File: config.mk
export PLATFORM = sky130hd
export DESIGN_NAME = ps2_keyboard_rx
export DESIGN_NICKNAME = d
export VERILOG_FILES = /design/src/rtl/ps2_pkg.sv /design/src/rtl/ps2_sync_fifo.sv /design/src/rtl/ps2_keyboard_rx.sv
export SDC_FILE = /design/constraint.sdc
export NUM_CORES = 1
export LEC_CHECK = 0
export ABC_AREA = 0
export ABC_CLOCK_PERIOD_IN_PS = 7600
export CAP_MARGIN = 15
export CELL_PAD_IN_SITES_DETAIL_PLACEMENT = 1
export CELL_PAD_IN_SITES_GLOBAL_PLACEMENT = 2
export CORE_MARGIN = 4
export CORE_UTILIZATION = 51
export DETAILED_ROUTE_END_ITERATION = 10
export DONT_BUFFER_PORTS = 1
export HOLD_SLACK_MARGIN = 0.15
export PLACE_DENSITY = 0.94
export SYNTH_ARGS = -nofsm -noshare
export SYNTH_HDL_FRONTEND = slang
export SYNTH_SLANG_ARGS = --single-unit
File: constraint.sdc
create_clock -name i_clk -period 7.6 [get_ports i_clk]
set_input_delay 0.76 -clock i_clk [delete_from_list [all_inputs] [get_ports i_clk]]
set_output_delay 0.76 -clock i_clk [all_outputs]
set_load 0.03 [all_outputs]
File: src/rtl/ps2_pkg.sv
// Shared types and constants for the PS/2 keyboard receiver.
package ps2_pkg;

  typedef enum logic [1:0] {
    StIdle,
    StData,
    StParity,
    StStop
  } ps2_state_e;

  localparam logic [7:0] PS2_CODE_EXT = 8'hE0;
  localparam logic [7:0] PS2_CODE_BRK = 8'hF0;

  localparam int unsigned PS2_EVENT_W    = 10;
  localparam int unsigned PS2_EV_EXT_BIT = 9;
  localparam int unsigned PS2_EV_BRK_BIT = 8;

  function automatic logic [PS2_EVENT_W-1:0] ps2_make_event(input logic       ext,
                                                            input logic       brk,
                                                            input logic [7:0] code);
    logic [PS2_EVENT_W-1:0] ev;
    ev                 = {2'b00, code};
    ev[PS2_EV_EXT_BIT] = ext;
    ev[PS2_EV_BRK_BIT] = brk;
    return ev;
  endfunction

endpackage

File: src/rtl/ps2_sync_fifo.sv
// Synchronous first-word fall-through FIFO with occupancy count and full/empty flags.
module ps2_sync_fifo #(
  parameter int unsigned WIDTH = 10,
  parameter int unsigned DEPTH = 8
) (
  input  logic                       i_clk,
  input  logic                       i_rst_n,
  input  logic                       i_push,
  input  logic [WIDTH-1:0]           i_data,
  input  logic                       i_pop,
  output logic [WIDTH-1:0]           o_data,
  output logic                       o_empty,
  output logic                       o_full,
  output logic [$clog2(DEPTH+1)-1:0] o_count
);

  localparam int unsigned PtrW = $clog2(DEPTH);
  localparam int unsigned CntW = $clog2(DEPTH + 1);

  logic [WIDTH-1:0] r_mem [DEPTH];
  logic [PtrW-1:0]  r_wr_ptr;
  logic [PtrW-1:0]  r_rd_ptr;
  logic [CntW-1:0]  r_count;
  logic             w_do_push;
  logic             w_do_pop;

  assign o_empty   = (r_count == '0);
  assign o_full    = (r_count == CntW'(DEPTH));
  assign w_do_pop  = i_pop && !o_empty;
  // A full FIFO still takes a write when the head leaves in the same cycle.
  assign w_do_push = i_push && (!o_full || w_do_pop);
  assign o_data    = o_empty ? '0 : r_mem[r_rd_ptr];
  assign o_count   = r_count;

  always_ff @(posedge i_clk or negedge i_rst_n) begin
    if (!i_rst_n) begin
      r_wr_ptr <= '0;
      r_rd_ptr <= '0;
      r_count  <= '0;
    end else begin
      if (w_do_push) r_wr_ptr <= r_wr_ptr + 1'b1;
      if (w_do_pop)  r_rd_ptr <= r_rd_ptr + 1'b1;
      if (w_do_push && !w_do_pop)      r_count <= r_count + 1'b1;
      else if (!w_do_push && w_do_pop) r_count <= r_count - 1'b1;
    end
  end

  always_ff @(posedge i_clk) begin
    if (w_do_push) r_mem[r_wr_ptr] <= i_data;
  end

endmodule

File: src/rtl/ps2_keyboard_rx.sv
// PS/2 keyboard receiver: sync, clock filter, frame FSM, E0/F0 folding, event FIFO.
// Define PS2_PARITY_CHECK_EN to reject frames with bad odd parity or a low stop bit.
module ps2_keyboard_rx
  import ps2_pkg::*;
#(
  parameter int unsigned FIFO_DEPTH     = 8,
  parameter int unsigned FILTER_LEN     = 4,
  parameter int unsigned TIMEOUT_CYCLES = 100000
) (
  input  logic                            i_clk,
  input  logic                            i_rst_n,
  input  logic                            i_ps2_clk,
  input  logic                            i_ps2_data,
  output logic [PS2_EVENT_W-1:0]          o_out_data,
  output logic                            o_out_valid,
  input  logic                            i_out_ready,
  output logic [$clog2(FIFO_DEPTH+1)-1:0] o_fifo_count,
  output logic                            o_overflow,
  output logic                            o_frame_err
);

  localparam int unsigned FltW = $clog2(FILTER_LEN) + 1;
  localparam int unsigned WdW  = $clog2(TIMEOUT_CYCLES + 1);

  logic [1:0]             r_clk_sync;
  logic [1:0]             r_dat_sync;
  logic                   r_filt;
  logic [FltW-1:0]        r_flt_cnt;
  logic                   r_fall;
  ps2_state_e             r_state;
  logic [7:0]             r_shift;
  logic [2:0]             r_bit_cnt;
  logic [WdW-1:0]         r_wd;
  logic                   r_ext;
  logic                   r_brk;
  logic                   r_push;
  logic [PS2_EVENT_W-1:0] r_push_data;
  logic                   r_overflow;
  logic                   r_frame_err;
`ifdef PS2_PARITY_CHECK_EN
  logic                   r_parity;
`endif

  logic                   w_filt_next;
  logic [FltW-1:0]        w_flt_cnt_next;
  logic                   w_bit;
  logic                   w_timeout;
  ps2_state_e             w_state_next;
  logic                   w_frame_done;
  logic                   w_frame_ok;
  logic                   w_accept;
  logic                   w_reject;
  logic                   w_empty;
  logic                   w_full;

  assign w_bit = r_dat_sync[1];

  // Level moves only after FILTER_LEN consecutive samples disagree with it.
  always_comb begin
    w_filt_next    = r_filt;
    w_flt_cnt_next = '0;
    if (r_clk_sync[1] != r_filt) begin
      if (r_flt_cnt == FltW'(FILTER_LEN - 1)) w_filt_next = r_clk_sync[1];
      else w_flt_cnt_next = r_flt_cnt + 1'b1;
    end
  end

  always_ff @(posedge i_clk or negedge i_rst_n) begin
    if (!i_rst_n) begin
      r_clk_sync <= 2'b11;
      r_dat_sync <= 2'b11;
      r_filt     <= 1'b1;
      r_flt_cnt  <= '0;
      r_fall     <= 1'b0;
    end else begin
      r_clk_sync <= {r_clk_sync[0], i_ps2_clk};
      r_dat_sync <= {r_dat_sync[0], i_ps2_data};
      r_filt     <= w_filt_next;
      r_flt_cnt  <= w_flt_cnt_next;
      r_fall     <= r_filt && !w_filt_next;
    end
  end

  assign w_timeout = (r_state != StIdle) && !r_fall && (r_wd == WdW'(TIMEOUT_CYCLES - 1));

  always_ff @(posedge i_clk or negedge i_rst_n) begin
    if (!i_rst_n) r_state <= StIdle;
    else          r_state <= w_state_next;
  end

  always_comb begin
    w_state_next = r_state;
    if (w_timeout) begin
      w_state_next = StIdle;
    end else if (r_fall) begin
      unique case (r_state)
        StIdle:   if (!w_bit) w_state_next = StData;
        StData:   if (r_bit_cnt == 3'd7) w_state_next = StParity;
        StParity: w_state_next = StStop;
        StStop:   w_state_next = StIdle;
        default:  w_state_next = StIdle;
      endcase
    end
  end

  always_comb begin
    w_frame_done = r_fall && (r_state == StStop);
`ifdef PS2_PARITY_CHECK_EN
    w_frame_ok   = (^{r_shift, r_parity}) && w_bit;
`else
    w_frame_ok   = 1'b1;
`endif
    w_accept     = w_frame_done && w_frame_ok;
    w_reject     = w_frame_done && !w_frame_ok;
  end

  always_ff @(posedge i_clk or negedge i_rst_n) begin
    if (!i_rst_n) begin
      r_shift     <= '0;
      r_bit_cnt   <= '0;
      r_wd        <= '0;
      r_ext       <= 1'b0;
      r_brk       <= 1'b0;
      r_push      <= 1'b0;
      r_push_data <= '0;
      r_frame_err <= 1'b0;
`ifdef PS2_PARITY_CHECK_EN
      r_parity    <= 1'b0;
`endif
    end else begin
      r_push      <= 1'b0;
      r_frame_err <= w_timeout || w_reject;
      r_wd        <= (r_state == StIdle || r_fall || w_timeout) ? '0 : r_wd + 1'b1;
      if (w_timeout) begin
        r_ext <= 1'b0;
        r_brk <= 1'b0;
      end
      if (r_fall) begin
        unique case (r_state)
          StIdle: begin
            if (!w_bit) begin
              r_shift   <= '0;
              r_bit_cnt <= '0;
            end
          end
          StData: begin
            r_shift   <= {w_bit, r_shift[7:1]};
            r_bit_cnt <= r_bit_cnt + 1'b1;
          end
          StParity: begin
`ifdef PS2_PARITY_CHECK_EN
            r_parity <= w_bit;
`endif
          end
          StStop: begin
            if (w_accept) begin
              if (r_shift == PS2_CODE_EXT) begin
                r_ext <= 1'b1;
              end else if (r_shift == PS2_CODE_BRK) begin
                r_brk <= 1'b1;
              end else begin
                r_push      <= 1'b1;
                r_push_data <= ps2_make_event(r_ext, r_brk, r_shift);
                r_ext       <= 1'b0;
                r_brk       <= 1'b0;
              end
            end
          end
          default: ;
        endcase
      end
    end
  end

  always_ff @(posedge i_clk or negedge i_rst_n) begin
    if (!i_rst_n) r_overflow <= 1'b0;
    else if (r_push && w_full && !(i_out_ready && !w_empty)) r_overflow <= 1'b1;
  end

  ps2_sync_fifo #(
    .WIDTH (PS2_EVENT_W),
    .DEPTH (FIFO_DEPTH)
  ) u_fifo (
    .i_clk   (i_clk),
    .i_rst_n (i_rst_n),
    .i_push  (r_push),
    .i_data  (r_push_data),
    .i_pop   (i_out_ready),
    .o_data  (o_out_data),
    .o_empty (w_empty),
    .o_full  (w_full),
    .o_count (o_fifo_count)
  );

  assign o_out_valid = !w_empty;
  assign o_overflow  = r_overflow;
  assign o_frame_err = r_frame_err;

endmodule

==> metrics.md <==
| Metric | Value |
|---|---|
| Status | finished, final reports clean |
| RR Endpoint | u_fifo.o_count[3] |
| Clk root buf | clkbuf_16 |
| Syn Std Cell Area | slightly below 6000 sq um |
| Max Slew Vio Count | 0 |
| Detail Route Antenna Nets | 0 |
| Crit path DAT | 4290 ps |
| Required @ worst endpoint | 7890 ps |
| Pin count of the biggest net entering global routing | 60 |
| TritonCTS Buffers | 17 |
| F_max | 0.250 GHz |
| Crit end category | flop |
| Worst-path fanout max | 11 |
| Final Power | 2.11 mW |
| Fin crit share | 52.6% |
| Number of global-route vias before repair | 3400 |
| Wire per inst | 20.8 um |
| DIE AREA | 13400 sq um |
| Slew @ Worst Pin | 1140 ps |
| Crit path largest cell delay | 710 ps |
| # rows | 39 |
| Initial DRC Count | 157 |
| Hold Crit Class | primary input to asynchronous set/reset pin |
| Seq/Total Area, Yosys | 67.7% |
| Ys flop type | edfxtp_1 |
| Longest Clk Path Bufs | 2 |
| Crit start category | flop |
| Placer Congestion | roughly 0.75 |
| DRC | 0 |
| R2R Path Start | u_fifo.o_count[0] |
| Fin Setup TNS | 0 ps |
| DP HPWL | 7.14 mm |
| Hold Fails Final Rpt | 0 |
| Syn Area/Cell | 16.0 sq um |
| Die extent in x | 116 um |
| P_leak | 2.66 nW |
| Reg2Reg Setup Slack | 3600 ps |
| Unrepaired setup endpoints after global routing | false |
| Worst-Skew Late Latency | ~420 ps |
| Total wire length | 11.2 mm |
| Starting Density | 51.9% |
| Fraction of layout cells with a size suffix above 1 | 20.4% |
| Crit path kind | flop to flop |
| I/O Pins | 22 |
| Crit path time final | around 4000 ps |
| CP max stage cell | nor2_1 |
| Syn. warnings | 0 |
| Post-synthesis cell count | around 370 |
| Critical-path cell list | or3_1 -> nor2_1 -> inv_1 -> nand2_1 -> ha_1 -> inv_1 -> ha_1 -> a21o_1 -> a2111oi_0 -> o31ai_1 |
| Layout area overhead | 12.6% |
| Drt pass-1 iters | 4 |
| R2r worst-path depth | 10 |
| CTS clk-pin slew, worst paths | ~60 ps |
| Delay-heaviest family, CP | simple AND/OR/NAND/NOR gates |
| Slew margin rel. | 23.7% |
| Count of cell types in the netlist | 47 |
| Core area | 11400 sq um |
| Final setup skew | 8.31 ps |
| Post-synth net total | 390 |
| # setup viols final | 0 |
| CTS HTree Levels | 4 |
| Clk sink count | 144 |
| Number of antenna diodes | 0 |
| Port Buffers | 0 |
| Max-Cap Viols | 0 |
| Via count | 3083 |
| Grt total ovfl | 0 |
| CTS tree | done |
| All-layer global routing usage | 18.8% |
| Die Y | 116 um |
| Post-synth EDFFs | 80 |
| Maximum VDD drop | 0.000305 V |
| Initial antenna violation count | 0 |
| Synth async-reset ratio | 44.4% |
| Flops & latches, synth | between 100 and 150 |
| PD cells | 316 nW/um^2 |
| Buffers & Inverters on Critical Path | 2 |
| Critical path origin | u_fifo.o_count[0] |
| First-pass GRT wire length | 18.4 mm |
| Vias/cell | around 5.8 |
| Nets | ~400 |
## layout by cell type (no fill, tap or decap), drive strengths merged, types with 2 or more instances in the layout
cell type	Yosys	layout
edfxtp	80	80
dfrtp	59	59
nor2	34	34
mux4	20	20
clkbuf	8	18
mux2	15	15
xnor2	13	13
ha	13	13
nand2	13	13
mux2i	11	11
inv	7	11
a22o	10	10
nand3	9	9
nor3	8	8
xor2	7	7
nand4	6	6
nor4	5	5
o21ai	5	5
nand2b	5	5
dfstp	5	5
clkinvlp	0	4
clkinv	0	4
or3	3	3
a21oi	3	3
o31ai	3	3
and3	3	3
buf	5	3
or4b	2	2
nor3b	2	2
o22ai	2	2
a21o	2	2
bufinv	0	2
## logic make-up (layout without fill, tap and decap cells)
family                   after synthesis  after routing  share of synthesized area, %
flip-flops                           144            144                          67.7
AND/OR/NAND/NOR                       96             96                          8.51
multiplexers                          46             46                          12.3
AO/OA/AOI/OAI                         31             31                          3.84
XOR/XNOR                              20             20                          2.96
buffers and inverters                 20             42                          1.63
adder cells (fa/ha/maj)               14             14                          3.08
## state kept, by name (all words and copies together) (netlist names), 2 cells and up
register and flops:
u_fifo.r_mem 80, r_wd 17, r_push_data 10, r_shift 8, u_fifo.o_count 4, r_bit_cnt 3, r_flt_cnt 3, u_fifo.r_rd_ptr 3
u_fifo.r_wr_ptr 3, r_clk_sync 2, r_dat_sync 2, r_state 2
## synthesized netlist by cell type, types with 3 or more instances
library cell | n | area [sq um]
ha_1 | 13 | 163
xor2_1 | 7 | 61.3
nand2_1 | 12 | 45.0
nand3_1 | 9 | 45.0
mux4_2 | 20 | 450
nor3_1 | 7 | 35.0
nand4_1 | 6 | 37.5
dfrtp_1 | 59 | 1480
dfstp_2 | 5 | 131
nor4_1 | 5 | 31.3
o21ai_0 | 5 | 25.0
or3_1 | 3 | 18.8
a22o_1 | 10 | 87.6
nor2_1 | 34 | 128
o31ai_1 | 3 | 22.5
xnor2_1 | 13 | 114
mux2i_1 | 11 | 110
inv_1 | 7 | 26.3
clkbuf_1 | 8 | 30.0
nand2b_1 | 5 | 31.3
mux2_2 | 15 | 169
a21oi_1 | 3 | 15.0
edfxtp_1 | 80 | 2400
## repair_timing
item	CTS	global route
resized for setup	0	0
endpoints found under the hold margin	59	0
hold buffers	1	0
setup buffers	0	0
## layout make-up
type / instances / area, sq um
Inverter: 7 / 26.3
Tap cell: 143 / 179
Sequential cell: 144 / 4010
Timing Repair Buffer: 3 / 42.5
Fill cell: 1046 / 4750
Clock inverter: 14 / 156
Clock buffer: 18 / 429
Multi-Input combinational cell: 207 / 1830
## per-stage QoR
| step | instances | util [%] | instance area (sq um) | setup slack [ps] | hold slack, ps |
|---|---|---|---|---|---|
| floorplan | 371 | - | 5930 | 4810 | 345 |
| global placement | 503 | 53.1 | 6060 | 3850 | 347 |
| detailed placement | 503 | 53.1 | 6060 | 3550 | 347 |
| CTS | 536 | 58.4 | 6670 | 3510 | 157 |
| global route | 536 | 58.4 | 6670 | 3420 | 159 |
| finish | 536 | 58.4 | 6670 | 3600 | 181 |
## how the worst max path moves through the flow
stage | end | cells past startpoint
after global routing | u_fifo.o_count[3] | 10
after floorplan | u_fifo.o_count[3] | 10
final | u_fifo.o_count[3] | 10
after CTS | u_fifo.o_count[3] | 10
after global placement | u_fifo.o_count[3] | 10
after detailed placement | u_fifo.o_count[3] | 10
## layer usage
metal | vias to the layer above | track usage [%] | share of wire [%]
met5 | - | 0 | 0
met4 | 0 | 7.66 | 1.7
met3 | 15 | 4.07 | 3.0
met2 | 54 | 32.7 | 54
met1 | 1580 | 22.8 | 42
li1 | 1434 | - | -
## report_power, final
part / switching [mW] / internal [mW]
Combinational: 0.196 / 0.152
Sequential: 0.0932 / 0.855
Clock: 0.326 / 0.487
(Power assumes the default switching activity.)
